**config.mk**
```make
export PLATFORM = sky130hd
export DESIGN_NAME = param_lifo_stack
export DESIGN_NICKNAME = d
export VERILOG_FILES = /design/src/rtl/lifo_pkg.sv /design/src/rtl/lifo_ram.sv /design/src/rtl/param_lifo_stack.sv
export SDC_FILE = /design/constraint.sdc
export NUM_CORES = 1
export LEC_CHECK = 0
export BUFFER_PORTS_ARGS = -buffer_cell sky130_fd_sc_hd__buf_4
export CORE_MARGIN = 2
export CORE_UTILIZATION = 45
export CTS_CLUSTER_SIZE = 12
export DETAILED_ROUTE_END_ITERATION = 7
export GPL_TIMING_DRIVEN = 0
export PLACE_DENSITY = 0.65
export SLEW_MARGIN = 40
export SYNTH_ARGS = -nofsm -noshare
export SYNTH_HDL_FRONTEND = slang
export SYNTH_SLANG_ARGS = --single-unit
```
**constraint.sdc**
```tcl
create_clock -name clk -period 7.1 [get_ports clk]
set_clock_uncertainty 0.2 [all_clocks]
set_input_delay 1.42 -clock clk [delete_from_list [all_inputs] [get_ports clk]]
set_output_delay 1.42 -clock clk [all_outputs]
set_load 0.01 [all_outputs]
```
**src/rtl/lifo_pkg.sv**
```systemverilog
// Shared types and helpers for the parametrised LIFO stack.
package lifo_pkg;

    // Encoding matches the {push, pop} request pair so decode is a plain cast.
    typedef enum logic [1:0] {
        OP_NOP     = 2'b00,
        OP_POP     = 2'b01,
        OP_PUSH    = 2'b10,
        OP_REPLACE = 2'b11
    } lifo_op_e;

    function automatic int unsigned cnt_width(input int unsigned depth);
        return $clog2(depth + 1);
    endfunction

endpackage

```
**src/rtl/lifo_ram.sv**
```systemverilog
// DEPTH x WIDTH storage: one synchronous write port, one asynchronous read port, no reset.
module lifo_ram #(
    parameter int unsigned WIDTH = 8,
    parameter int unsigned DEPTH = 16,
    parameter int unsigned AW    = $clog2(DEPTH)
) (
    input  logic             clk,
    input  logic             we,
    input  logic [AW-1:0]    waddr,
    input  logic [WIDTH-1:0] wdata,
    input  logic [AW-1:0]    raddr,
    output logic [WIDTH-1:0] rdata
);

    logic [WIDTH-1:0] mem [DEPTH];

    always_ff @(posedge clk) begin
        if (we) begin
            mem[waddr] <= wdata;
        end
    end

    // Non-power-of-two depths leave unused addresses; read those as zero.
    assign rdata = ({1'b0, raddr} < (AW+1)'(DEPTH)) ? mem[raddr] : '0;

endmodule

```
**src/rtl/param_lifo_stack.sv**
```systemverilog
// Parametrised LIFO stack with occupancy count, replace-top, threshold flags and sticky errors.
module param_lifo_stack
    import lifo_pkg::*;
#(
    parameter int unsigned WIDTH     = 8,
    parameter int unsigned DEPTH     = 16,
    parameter int unsigned AF_THRESH = DEPTH - 2,
    parameter int unsigned AE_THRESH = 2
) (
    input  logic                         clk,
    input  logic                         rst,
    input  logic                         push,
    input  logic                         pop,
    input  logic                         clear,
    input  logic [WIDTH-1:0]             din,
    output logic [WIDTH-1:0]             dout,
    output logic                         dout_valid,
    output logic [WIDTH-1:0]             top,
    output logic [cnt_width(DEPTH)-1:0]  count,
    output logic                         full,
    output logic                         empty,
    output logic                         almost_full,
    output logic                         almost_empty,
    output logic                         overflow,
    output logic                         underflow
);

    localparam int unsigned CW = cnt_width(DEPTH);
    localparam int unsigned AW = $clog2(DEPTH);

    localparam logic [CW-1:0] DEPTH_C = CW'(DEPTH);
    localparam logic [CW-1:0] AF_C    = CW'(AF_THRESH);
    localparam logic [CW-1:0] AE_C    = CW'(AE_THRESH);
    localparam logic [CW-1:0] ONE_C   = CW'(1);

    lifo_op_e         op;
    logic             wr_en;
    logic [AW-1:0]    waddr;
    logic [AW-1:0]    raddr;
    logic [WIDTH-1:0] rdata;

    assign op = lifo_op_e'({push, pop});

    assign full         = (count == DEPTH_C);
    assign empty        = (count == '0);
    assign almost_full  = (count >= AF_C);
    assign almost_empty = (count <= AE_C);
    assign top          = empty ? '0 : rdata;

    // A replace overwrites the current top; a push (including push+pop on empty) writes at count.
    always_comb begin
        wr_en = 1'b0;
        waddr = AW'(count);
        raddr = AW'(count - ONE_C);
        if (!clear) begin
            unique case (op)
                OP_PUSH:    wr_en = !full;
                OP_REPLACE: begin
                    wr_en = 1'b1;
                    if (!empty) begin
                        waddr = AW'(count - ONE_C);
                    end
                end
                default:    wr_en = 1'b0;
            endcase
        end
    end

    lifo_ram #(
        .WIDTH (WIDTH),
        .DEPTH (DEPTH),
        .AW    (AW)
    ) u_ram (
        .clk   (clk),
        .we    (wr_en),
        .waddr (waddr),
        .wdata (din),
        .raddr (raddr),
        .rdata (rdata)
    );

    always_ff @(posedge clk or negedge rst) begin
        if (!rst) begin
            count      <= '0;
            dout       <= '0;
            dout_valid <= 1'b0;
            overflow   <= 1'b0;
            underflow  <= 1'b0;
        end else if (clear) begin
            count      <= '0;
            dout_valid <= 1'b0;
            overflow   <= 1'b0;
            underflow  <= 1'b0;
        end else begin
            dout_valid <= 1'b0;
            unique case (op)
                OP_NOP: ;
                OP_PUSH: begin
                    if (full) begin
                        overflow <= 1'b1;
                    end else begin
                        count <= count + ONE_C;
                    end
                end
                OP_POP: begin
                    if (empty) begin
                        underflow <= 1'b1;
                    end else begin
                        dout       <= rdata;
                        dout_valid <= 1'b1;
                        count      <= count - ONE_C;
                    end
                end
                OP_REPLACE: begin
                    if (empty) begin
                        count     <= ONE_C;
                        underflow <= 1'b1;
                    end else begin
                        dout       <= rdata;
                        dout_valid <= 1'b1;
                    end
                end
                default: ;
            endcase
        end
    end

endmodule

```
**Word level (Yosys, flattened, before mapping)**

Memories as Yosys holds them, arrays and structs flattened.
Cells that the tools add are included.

- Register bits: 16
- RAM bits: 128
- Input port bits: 13
- Output and inout bits: 28
- Word-level logic and storage cells: 53
- Memories: 1

Memory list:

| name | depth | width | rd ports | clocked after memory_dff | write ports | line | RTL |
|---|---|---|---|---|---|---|---|
| u_ram.mem | 16 | 8 | 1 | 0 | 1 | lifo_ram.sv:15 | `logic [WIDTH-1:0] mem [DEPTH];` |

- Add/sub/neg operators: 2
- Order comparisons: 2
- Equal/unequal tests: 7
- Muxes and demuxes: 22
- Bitwise gates (word level): 2
- Reductions and logical operators: 12

Operator list:

| operator | number |
|---|---|
| $mux 5 | 4 |
| $pmux 5 s3 | 1 |
| $mux 1 | 12 |
| $mux 4 | 3 |
| $ne 3x3->1 const B | 3 |
| $mux 8 | 1 |
| $reduce_bool 2->1 | 4 |
| $add 5x1->5 const B | 1 |
| $eq 5x5->1 const B | 1 |
| $ge 5x4->1 const B | 1 |
| $le 5x2->1 const B | 1 |
| $logic_not 5->1 | 1 |
| $sub 5x1->5 const B | 1 |
| $eq 2x2->1 const B | 2 |
| $reduce_and 2->1 | 2 |
| $reduce_and 4->1 | 1 |
| $reduce_bool 4->1 | 1 |
| $reduce_and 3->1 | 1 |
| $eq 2x1->1 const B | 1 |
| $not 1->1 | 2 |
| $pmux 1 s2 | 1 |
| $reduce_or 2->1 | 1 |
| $logic_not 1->1 | 1 |

**Logic depth before layout (Yosys ltp)**

Gate-level depths: netlist of run 1.

- Word-level depth: 6
- Mapped depth: 10

**Modules after synthesis**

From an unflattened synthesis of run 1, not the netlist that was laid out.

- Cells, all modules: 330
- Area total of the unflattened synthesis: 6,098.3 µm²

Modules (own cells, without submodules):

| module | instances | cells an instance | area each (µm²) | seq. area each (µm²) |
|---|---|---|---|---|
| lifo_ram | 1 | 221 | 4,987.3 | 3,843.7 |
| param_lifo_stack | 1 | 109 | 1,111.1 | 400.4 |

**Worst setup path after synthesis of run 1**

OpenSTA, ideal clock, no wires.

- Kind: register to output
- From: register count[0]
- To: output port top[2]
- Data arrival time: 2.474 ns
- Data required time: 5.480 ns
- Slack: 3.006 ns
- Cell stages (with the launch flop): 11
- Path buffers: 4
- Path through: dfrtp_1 buf_2 buf_2 inv_1 ha_1 buf_2 clkbuf_1 mux4_2 mux2i_1 mux2_2 nor2_1

- Cells in the longest elaborated chain, start to end: 3

RTL lines:

| item | line | RTL |
|---|---|---|
| from (decl) | param_lifo_stack.sv:19 | `output logic [cnt_width(DEPTH)-1:0] count,` |
| from (signal assigned) | param_lifo_stack.sv:102 | `count <= count + ONE_C;` |
| from (signal assigned) | param_lifo_stack.sv:111 | `count <= count - ONE_C;` |
| $sub 5x1->5 | - |  |
| $mem_v2 16x8 | - |  |
| $mux 8 (*) | param_lifo_stack.sv:48 | `assign top = empty ? '0 : rdata;` |
| to (decl) | param_lifo_stack.sv:18 | `output logic [WIDTH-1:0] top,` |

Every way passes the cells marked *; elsewhere a longest branch is shown, timed or not.

**Worst setup path in the final report of run 1**

Same ends and word-level chain as after synthesis.

==> results of run 1 <==
worst max-delay path, delay by kind of cell, from the launching register on:
family | cells | cell delay, ps
flops | 1 | 390
fa+ha+maj | 1 | 310
mux | 3 | 970
simple gates | 1 | 50
buf+inv | 6 | 1690
where the power goes:
| group | internal (mW) | total [mW] | switching (mW) |
|---|---|---|---|
| registers | 0.973 | 0.995 | 0.0220 |
| clock network | 0.441 | 0.780 | 0.339 |
| logic | 0.320 | 0.699 | 0.378 |
| total | 1.73 | 2.47 | 0.739 |
layer usage:
layer | GRT usage (%) | wire (microns)
met1 | 26.8 | 5930
met2 | 28.0 | 6030
met3 | 4.87 | 746
met4 | 6.11 | 128
met5 | 0 | 0
area by class of cell:
type                            count  area (sq um)
Fill cell                        1091          6370
Sequential cell                   144          4240
Multi-Input combinational cell    165          1870
Clock buffer                       17           425
Timing Repair Buffer               40           300
Tap cell                          180           225
Buffer                             21           130
Clock inverter                     15          96.3
Inverter                           14          52.6
flip-flops by register name (all words and copies together) (netlist names):
signal / cells
dout: 8
dout_valid: 1
underflow: 1
u_ram.mem: 128
count: 5
overflow: 1
worst max path at each step:
stage / to / cells past startpoint / slack [ps]
global placement: top[2] / 11 / 2060
global route: top[2] / 11 / 1410
finish: top[2] / 11 / 1640
floorplan: top[2] / 10 / 3010
detailed placement: top[2] / 11 / 2030
CTS: top[2] / 11 / 1550
logic make-up after synthesis:
group / count (synthesis)
AO/OA/AOI/OAI: 32
XOR/XNOR: 6
multiplexers: 66
AND/OR/NAND/NOR: 54
flip-flops: 144
buffers and inverters: 35
adder cells (fa/ha/maj): 7
cells in the mapped netlist, types with 2 or more instances:
cell type,number
sky130_fd_sc_hd__nor2_1,22
sky130_fd_sc_hd__clkbuf_1,6
sky130_fd_sc_hd__buf_2,7
sky130_fd_sc_hd__xor2_1,2
sky130_fd_sc_hd__ha_1,7
sky130_fd_sc_hd__mux2_2,8
sky130_fd_sc_hd__buf_6,4
sky130_fd_sc_hd__a22oi_1,2
sky130_fd_sc_hd__nor2b_1,2
sky130_fd_sc_hd__dfrtp_1,16
sky130_fd_sc_hd__nand2_1,2
sky130_fd_sc_hd__a21oi_1,9
sky130_fd_sc_hd__mux2i_1,25
sky130_fd_sc_hd__nor3b_1,5
sky130_fd_sc_hd__inv_1,13
sky130_fd_sc_hd__nor4_1,2
sky130_fd_sc_hd__a211oi_2,6
sky130_fd_sc_hd__mux4_2,32
sky130_fd_sc_hd__xnor2_1,2
sky130_fd_sc_hd__buf_4,3
sky130_fd_sc_hd__nor3_1,5
sky130_fd_sc_hd__a31oi_1,4
sky130_fd_sc_hd__nand2b_1,5
sky130_fd_sc_hd__edfxtp_1,128
cells in the final DEF, fill, tap and decap left out, types with 4 or more instances in the layout:
cell type and n:
sky130_fd_sc_hd__clkbuf_1 6, sky130_fd_sc_hd__a31oi_1 4, sky130_fd_sc_hd__clkbuf_16 17, sky130_fd_sc_hd__nor3b_2 4, sky130_fd_sc_hd__dfrtp_1 16, sky130_fd_sc_hd__clkinvlp_4 4
sky130_fd_sc_hd__nand2b_1 5, sky130_fd_sc_hd__mux2_2 8, sky130_fd_sc_hd__nor3_2 5, sky130_fd_sc_hd__mux2i_1 25, sky130_fd_sc_hd__nor2_1 20, sky130_fd_sc_hd__buf_2 7
sky130_fd_sc_hd__clkinv_1 5, sky130_fd_sc_hd__buf_6 4, sky130_fd_sc_hd__ha_1 7, sky130_fd_sc_hd__a21oi_1 9, sky130_fd_sc_hd__mux4_2 32, sky130_fd_sc_hd__a211oi_2 6
sky130_fd_sc_hd__buf_4 43, sky130_fd_sc_hd__edfxtp_1 128, sky130_fd_sc_hd__inv_1 13
metrics by stage:
stage	cell area [sq um]	worst slack [ps]
global placement	6780	2060
floorplan	6250	3010
global route	7350	1410
detailed placement	6820	2030
finish	7350	1640
CTS	7340	1550
==> flow_results.org, run 1 <==
** Status
- Result of the run :: finished clean

** Synthesis
- Of the total synthesized cell area, the portion taken by AND, OR, NAND and NOR gates is 5.00%.
- Of the total synthesized cell area, the portion taken by full adders, half adders and majority gates is 1.40%.
- Summed over all instances, the cell type with the most area after synthesis is sky130_fd_sc_hd__edfxtp_1.
- Post-synthesis average cell area :: 18.2 sq um
- Counting flops and latches in the post-synthesis netlist gives 144.
- Cells after synthesis :: 344
- Largest cells by area after synthesis :: sky130_fd_sc_hd__edfxtp_1, sky130_fd_sc_hd__mux4_2, sky130_fd_sc_hd__dfrtp_1
- Post-synthesis compound-gate area fraction :: 4.22%
- Number of flops mapped to enable cells by yosys :: 128
- Of all flip-flops after synthesis, the portion carrying an async set or reset was 11.1%.
- Combinational family with the most area after synthesis :: multiplexers
- The portion of synthesized area spent on multiplexers is 17.3%.
- In this run, distinct cell masters in the synthesized netlist total 51.
- For this run, the number of Yosys warnings is 0.
- Area share of the largest cell type after synthesis :: 61.5%
- Net count after synthesis :: 364
- Xor/xnor share of the synthesized area :: 1.26%
- Sequential fraction of the synthesis area :: 67.9%
- Dominant register cell in the synthesized netlist :: sky130_fd_sc_hd__edfxtp_1
- Netlist area before placement :: 6250 sq um

** Floorplan
- Core area :: 13700 sq um
- 41 I/O pins were placed.
- Die Span X :: 122 microns
- Area of the die :: 14900 sq um
- After floorplanning, the core was divided into 43 placement rows.
- The initial utilization of the core area, before any placement, comes to 45.6%.
- Chip Height :: 122 microns

** Worst setup path
- Kind of launch point of the worst setup path :: register
- The worst register-to-register path has a setup slack of 3110 ps.
- FF-to-FF Start :: count[0]
- Walking the worst path, the cells encountered are buf_2, buf_2, inv_1, ha_1, buf_2, clkbuf_1, mux4_2, mux2i_1, mux2_2, nor2_1, buf_4.
- The most critical setup path has its startpoint at count[0].
- In this run the worst path has a maximum fanout of 10.
- Classification of the worst setup path :: register to output port
- STA puts the critical path data arrival time at 3840 ps.
- The endpoint identified for the worst register-to-register timing path is u_ram.mem[9][3].
- The cell that appears most often on the critical path is sky130_fd_sc_hd__buf_2.
- Crit-path max cell delay :: 590 ps
- Data on the critical path is required at its endpoint by 5480 ps.
- R2R cell count :: 8
- Cell type of the slowest stage on the worst timing path :: sky130_fd_sc_hd__clkbuf_1
- The worst setup path is captured at an output port.

** CTS
- Setup fix buffers added after clock tree synthesis :: 0
- Number of buffers on the longest clock path :: 2
- TritonCTS created 17 clock buffers.
- The H-tree was split into 4 levels.
- Root buffer cell :: sky130_fd_sc_hd__clkbuf_16
- TritonCTS built the clock tree.
- Resize count post-CTS :: 0
- The later pin in the worst-skew pair is clocked with a latency of 420 ps.
- TritonCTS sink count :: 144
- The number of hold buffers added after CTS was 0.
- Clock edge transition at the registers on the reported setup and hold paths :: 60 ps

** Cells and area
- Post-layout util :: 53.5%
- Of the cells placed in the final design, the portion with a size suffix greater than 1 is 36.5%.
- Final net count :: 423
- Synthesis-to-finish area growth :: 17.5%
- Number of standard cells in the final layout excluding fillers :: 596
- N_diodes :: 0

** Power
- The completed layout was analyzed and its total power is 2.47 mW.
- For this design the ratio of total power to cell area is 337 nW/um^2.
- The analysis attributes to cell leakage a power of 2.56 nW.
- Worst IR Drop VDD :: 0.183 mV

** Routing
- The first routing iteration left 293 violations.
- Using the TritonRoute via totals, the vias-per-cell ratio works out to 5.53.
- In this run the remaining antenna-violating nets after routing total 0.
- DRC violation count after routing :: 0
- Vias post-DR :: 3298
- After detailed routing, the total wire length is 12800 microns.
- Before antenna repair, the detailed router went through 4 iterations.
- Routed WL per cell :: 21.5 microns

** Timing
- Final sum of negative setup slack :: 0 ps
- Final count of negative-setup-slack endpoints :: 0
- The number of max-slew violations in the final report was 0.
- In the finished design, the share of the clock period the worst path needs comes to 76.9%.
- Rel. slew slack :: 43.2%
- The clock period could shrink to 5460 ps.
- Hold timing on the final database bottoms out at a slack of 305 ps.
- The count of final hold-check violations is 0.
- For this run, the top clock speed supported by timing is 183 MHz.
- Setup repair after global routing left no endpoint under its margin.
- At the pin with the least slew margin, the transition time is 849 ps.

** Min path
- Path type of the worst min-delay path :: register to register
- The startpoint identified for the worst hold timing path is underflow.
- For hold timing, the worst endpoint is underflow.
- Number of cells traversed by the worst hold path :: 2

** Global routing
- Number of antenna violations at the first check in global routing :: 0
- Number of global-route vias before repair :: 3188
- Congestion Overflow GR :: 0
- Across every metal layer, demand over resource in global routing totals 18.6%.
- Entering global routing, the biggest net connects 17 pins.
- The first global-routing pass estimated 19300 microns of wire.

** Placed design
- I/O Buffers :: 40
- Number of placed cells counting well taps :: 564
- At the end of routability-driven placement, the weighted congestion stood at 0.828.
- HPWL after DPL :: 8490 microns

** Flow run
- Number of max-capacitance violations reported :: 0
(Power assumes the default switching activity.)
==> run 2, diff against run 1 <==
==> constraint.sdc (replaced) <==
create_clock -name clk -period 5.1 [get_ports clk]
set_clock_uncertainty 0.2 [all_clocks]
set_input_delay 1.02 -clock clk [delete_from_list [all_inputs] [get_ports clk]]
set_output_delay 1.02 -clock clk [all_outputs]
set_load 0.01 [all_outputs]
==> flow_results.org, run 2 (same netlist as run 1, synthesis figures left out) <==
** Status
- Result of the run :: finished clean

** Timing
- Rel. slew slack :: 44.2%
- Number of failing hold endpoints at the final stage :: 0
- For the pin with the worst max-slew slack, the measured transition is 834 ps.
- For the finished layout, the period the worst path requires is 4840 ps.
- Maximum clock frequency :: 206 MHz
- Final count of negative-setup-slack endpoints :: 0
- Setup repair after global routing missed its margin :: no
- Final sum of negative setup slack :: 0 ps
- Max-slew violation total from the final report :: 0
- Final worst-path cycle share :: 95.0%

** Global routing
- The initial antenna violation count came to 0.
- Wire length of the first global-routing pass :: 19200 microns
- The total overflow left after global routing is 0.
- Pin count of the biggest net entering global routing :: 20
- Total Routing Usage GR :: 18.6%
- The number of global-route vias before repair was 3180.

** Floorplan
- Area of the die :: 14900 sq um
- The floorplan has 43 rows.
- Initial core utilization :: 45.6%
- The die is 122 microns wide.
- Count of pins on the block boundary :: 41
- Chip Height :: 122 microns
- The total area inside the core boundary comes to 13700 sq um.

** Min path
- Path type of the worst min-delay path :: input port to async pin

** Cells and area
- Number of standard cells in the final layout excluding fillers :: 595
- Once layout is done, the placed cells without fillers occupy 7340 sq um.
- Register with the most flip-flops :: u_ram.mem
- For this run, the share of the core covered by cells in the final layout is 53.5%.
- Synthesis-to-finish area growth :: 17.4%
- Registers with the highest flip-flop counts :: u_ram.mem: 128 flops, dout: 8 flops, count: 5 flops
- Top library cells by usage in the layout, fill and taps aside :: sky130_fd_sc_hd__edfxtp_1, sky130_fd_sc_hd__buf_4, sky130_fd_sc_hd__mux4_2, sky130_fd_sc_hd__mux2i_1, sky130_fd_sc_hd__nor2_1
- The sequential cells in the finished layout cover a total of 4240 sq um.
- Filler cell count in the final layout :: 1089
- The net count of the finished layout is 422.
- In the final layout, the multi-input gates occupy 1870 sq um.
- N_diodes :: 0
- Number of flip-flops in the largest register :: 128
- Leaving out fill and tap cells, the most frequent cell in the layout is sky130_fd_sc_hd__edfxtp_1.
- Fraction of final layout cells with drive strength greater than 1 :: 36.6%

** Worst setup path
- Most Frequent Cell on Critical Path :: sky130_fd_sc_hd__buf_2
- For this run, the slowest stage of the critical path takes 390 ps.
- Critical path peak fanout :: 19
- Kind of end point of the critical path :: output port
- Kind of launch point of the worst setup path :: register
- Walking the worst path, the cells encountered are buf_2, buf_2, inv_1, ha_1, clkbuf_4, buf_2, mux4_2, mux2i_1, mux2_2, nor2_1, buf_4.
- Classification of the worst setup path :: register to output port
- The slowest stage of the critical path is the sky130_fd_sc_hd__dfrtp_1 cell.
- The critical path contains buffers and inverters numbering 6 combined.
- STA puts the critical path data arrival time at 3620 ps.
- Required time at the endpoint of the critical path :: 3880 ps
- Kind of cell adding the most delay to the critical path :: buffers and inverters

** Power
- The share of total power dissipated in the clock network is 31.6%.
- Power comes to 3.44 mW.
- In this run the power spent charging and discharging nets is 1.03 mW.
- Of the total power, registers draw 40.3%.
- Internal portion of total power :: 2.41 mW
- Sw Share :: 29.8%
- Power density normalized to cell area :: 468 nW/um^2
- In this run, the combinational gates consume 28.2% of the power.
- Across the VDD grid, the largest voltage drop is 0.256 mV.
- Leak Pwr :: 2.56 nW

** CTS
- After clock tree synthesis, the clock-pin slew on the worst setup and hold paths is 60 ps.
- The H-tree generated during clock tree synthesis spans 4 levels.
- The clock passes through at most 2 buffers.
- Setup fix buffers added after clock tree synthesis :: 0
- Insertion delay to the later sink of the worst-skew pair :: 430 ps
- CTS Hold Bufs :: 0
- Clock tree synthesis inserted a total of 17 buffers.
- For this design, the sink count on the clock tree is 144.
- TritonCTS clock tree :: done
- Clock tree synthesis selected as its root buffer the cell sky130_fd_sc_hd__clkbuf_16.

** Placed design
- In this run the tool buffered the top-level ports with 40 buffer cells.
- Cell area reported after detailed placement :: 6820 sq um
- Once placement completed, the tool counted placed cells totaling 564.
- HPWL after DPL :: 8490 microns
- The congestion estimate from routability-driven global placement came to 0.828.

** Routing
- DRC violation count after routing :: 0
- Across all layers, the routed design uses 3276 vias.
- The final layout contains routed wiring with a total length of 12800 microns.
- After the first detailed-routing iteration, the DRC count stood at 275.
- Using the TritonRoute via totals, the vias-per-cell ratio works out to 5.51.
- Routed WL per cell :: 21.5 microns
- The first detailed-routing pass ran for 6 iterations.
- The detail route stage leaves a number of antenna-violating nets equal to 0.

** Flow run
- Number of max-capacitance violations reported :: 0
-- run 2: changes by cell type in the layout (fill, tap and decap cells not counted) --
cell | before | now
sky130_fd_sc_hd__clkbuf_4 | 0 | 1
sky130_fd_sc_hd__buf_2 | 7 | 6
sky130_fd_sc_hd__clkbuf_1 | 6 | 5
-- run 2: area by class of cell --
| class | instances | area share, % |
|---|---|---|
| plain buffers | 20 | 1.75 |
| clock buffers | 17 | 5.79 |
| clock inverters | 15 | 1.31 |
| inverters | 14 | 0.716 |
| multi-input cells | 165 | 25.5 |
| flip-flops and latches | 144 | 57.8 |
| well taps | 180 | 3.07 |
| repair buffers | 40 | 4.09 |
-- run 2: final timing paths --
kind | start | endpoint | slack [ps] | depth (start not counted)
setup / recovery | count[0] | top[0] | 260 | 11
hold / removal | rst | count[2] | 240 | 1
setup reg to reg | count[0] | u_ram.mem[10][3] | 1420 | 9
hold reg to reg | underflow | underflow | 300 | 2
max in group asynchronous | rst | dout[3] | 4270 | 1
min in group clk | underflow | underflow | 300 | 2
-- run 2: timing repair --
item,in CTS,in global routing
setup endpoints to repair,3,3
resized for setup,0,1
pin swaps,0,0
cloned,0,0
-- run 2: through the flow --
step	hold WS, ps	setup WS (ps)
floorplan	326	1410
global placement	284	457
detailed placement	289	430
CTS	237	55.8
global route	245	58.0
finish	244	257
-- run 2: metal layers --
metal | vias to the layer above | GRT usage [%] | wire (microns)
met5 | - | 0 | 0
met4 | 0 | 6.03 | 135
met3 | 15 | 4.87 | 699
met2 | 95 | 28.0 | 6140
met1 | 1682 | 26.6 | 5830
li1 | 1484 | - | -
-- run 2: power groups by stage --
stage	combinational (mW)	clock (mW)	sequential, mW
after floorplan	0.597	0	1.43
after global placement	0.966	0	1.41
after detailed placement	0.978	0	1.41
after CTS	0.981	1.10	1.39
after global routing	1.05	1.15	1.39
final	0.970	1.09	1.39
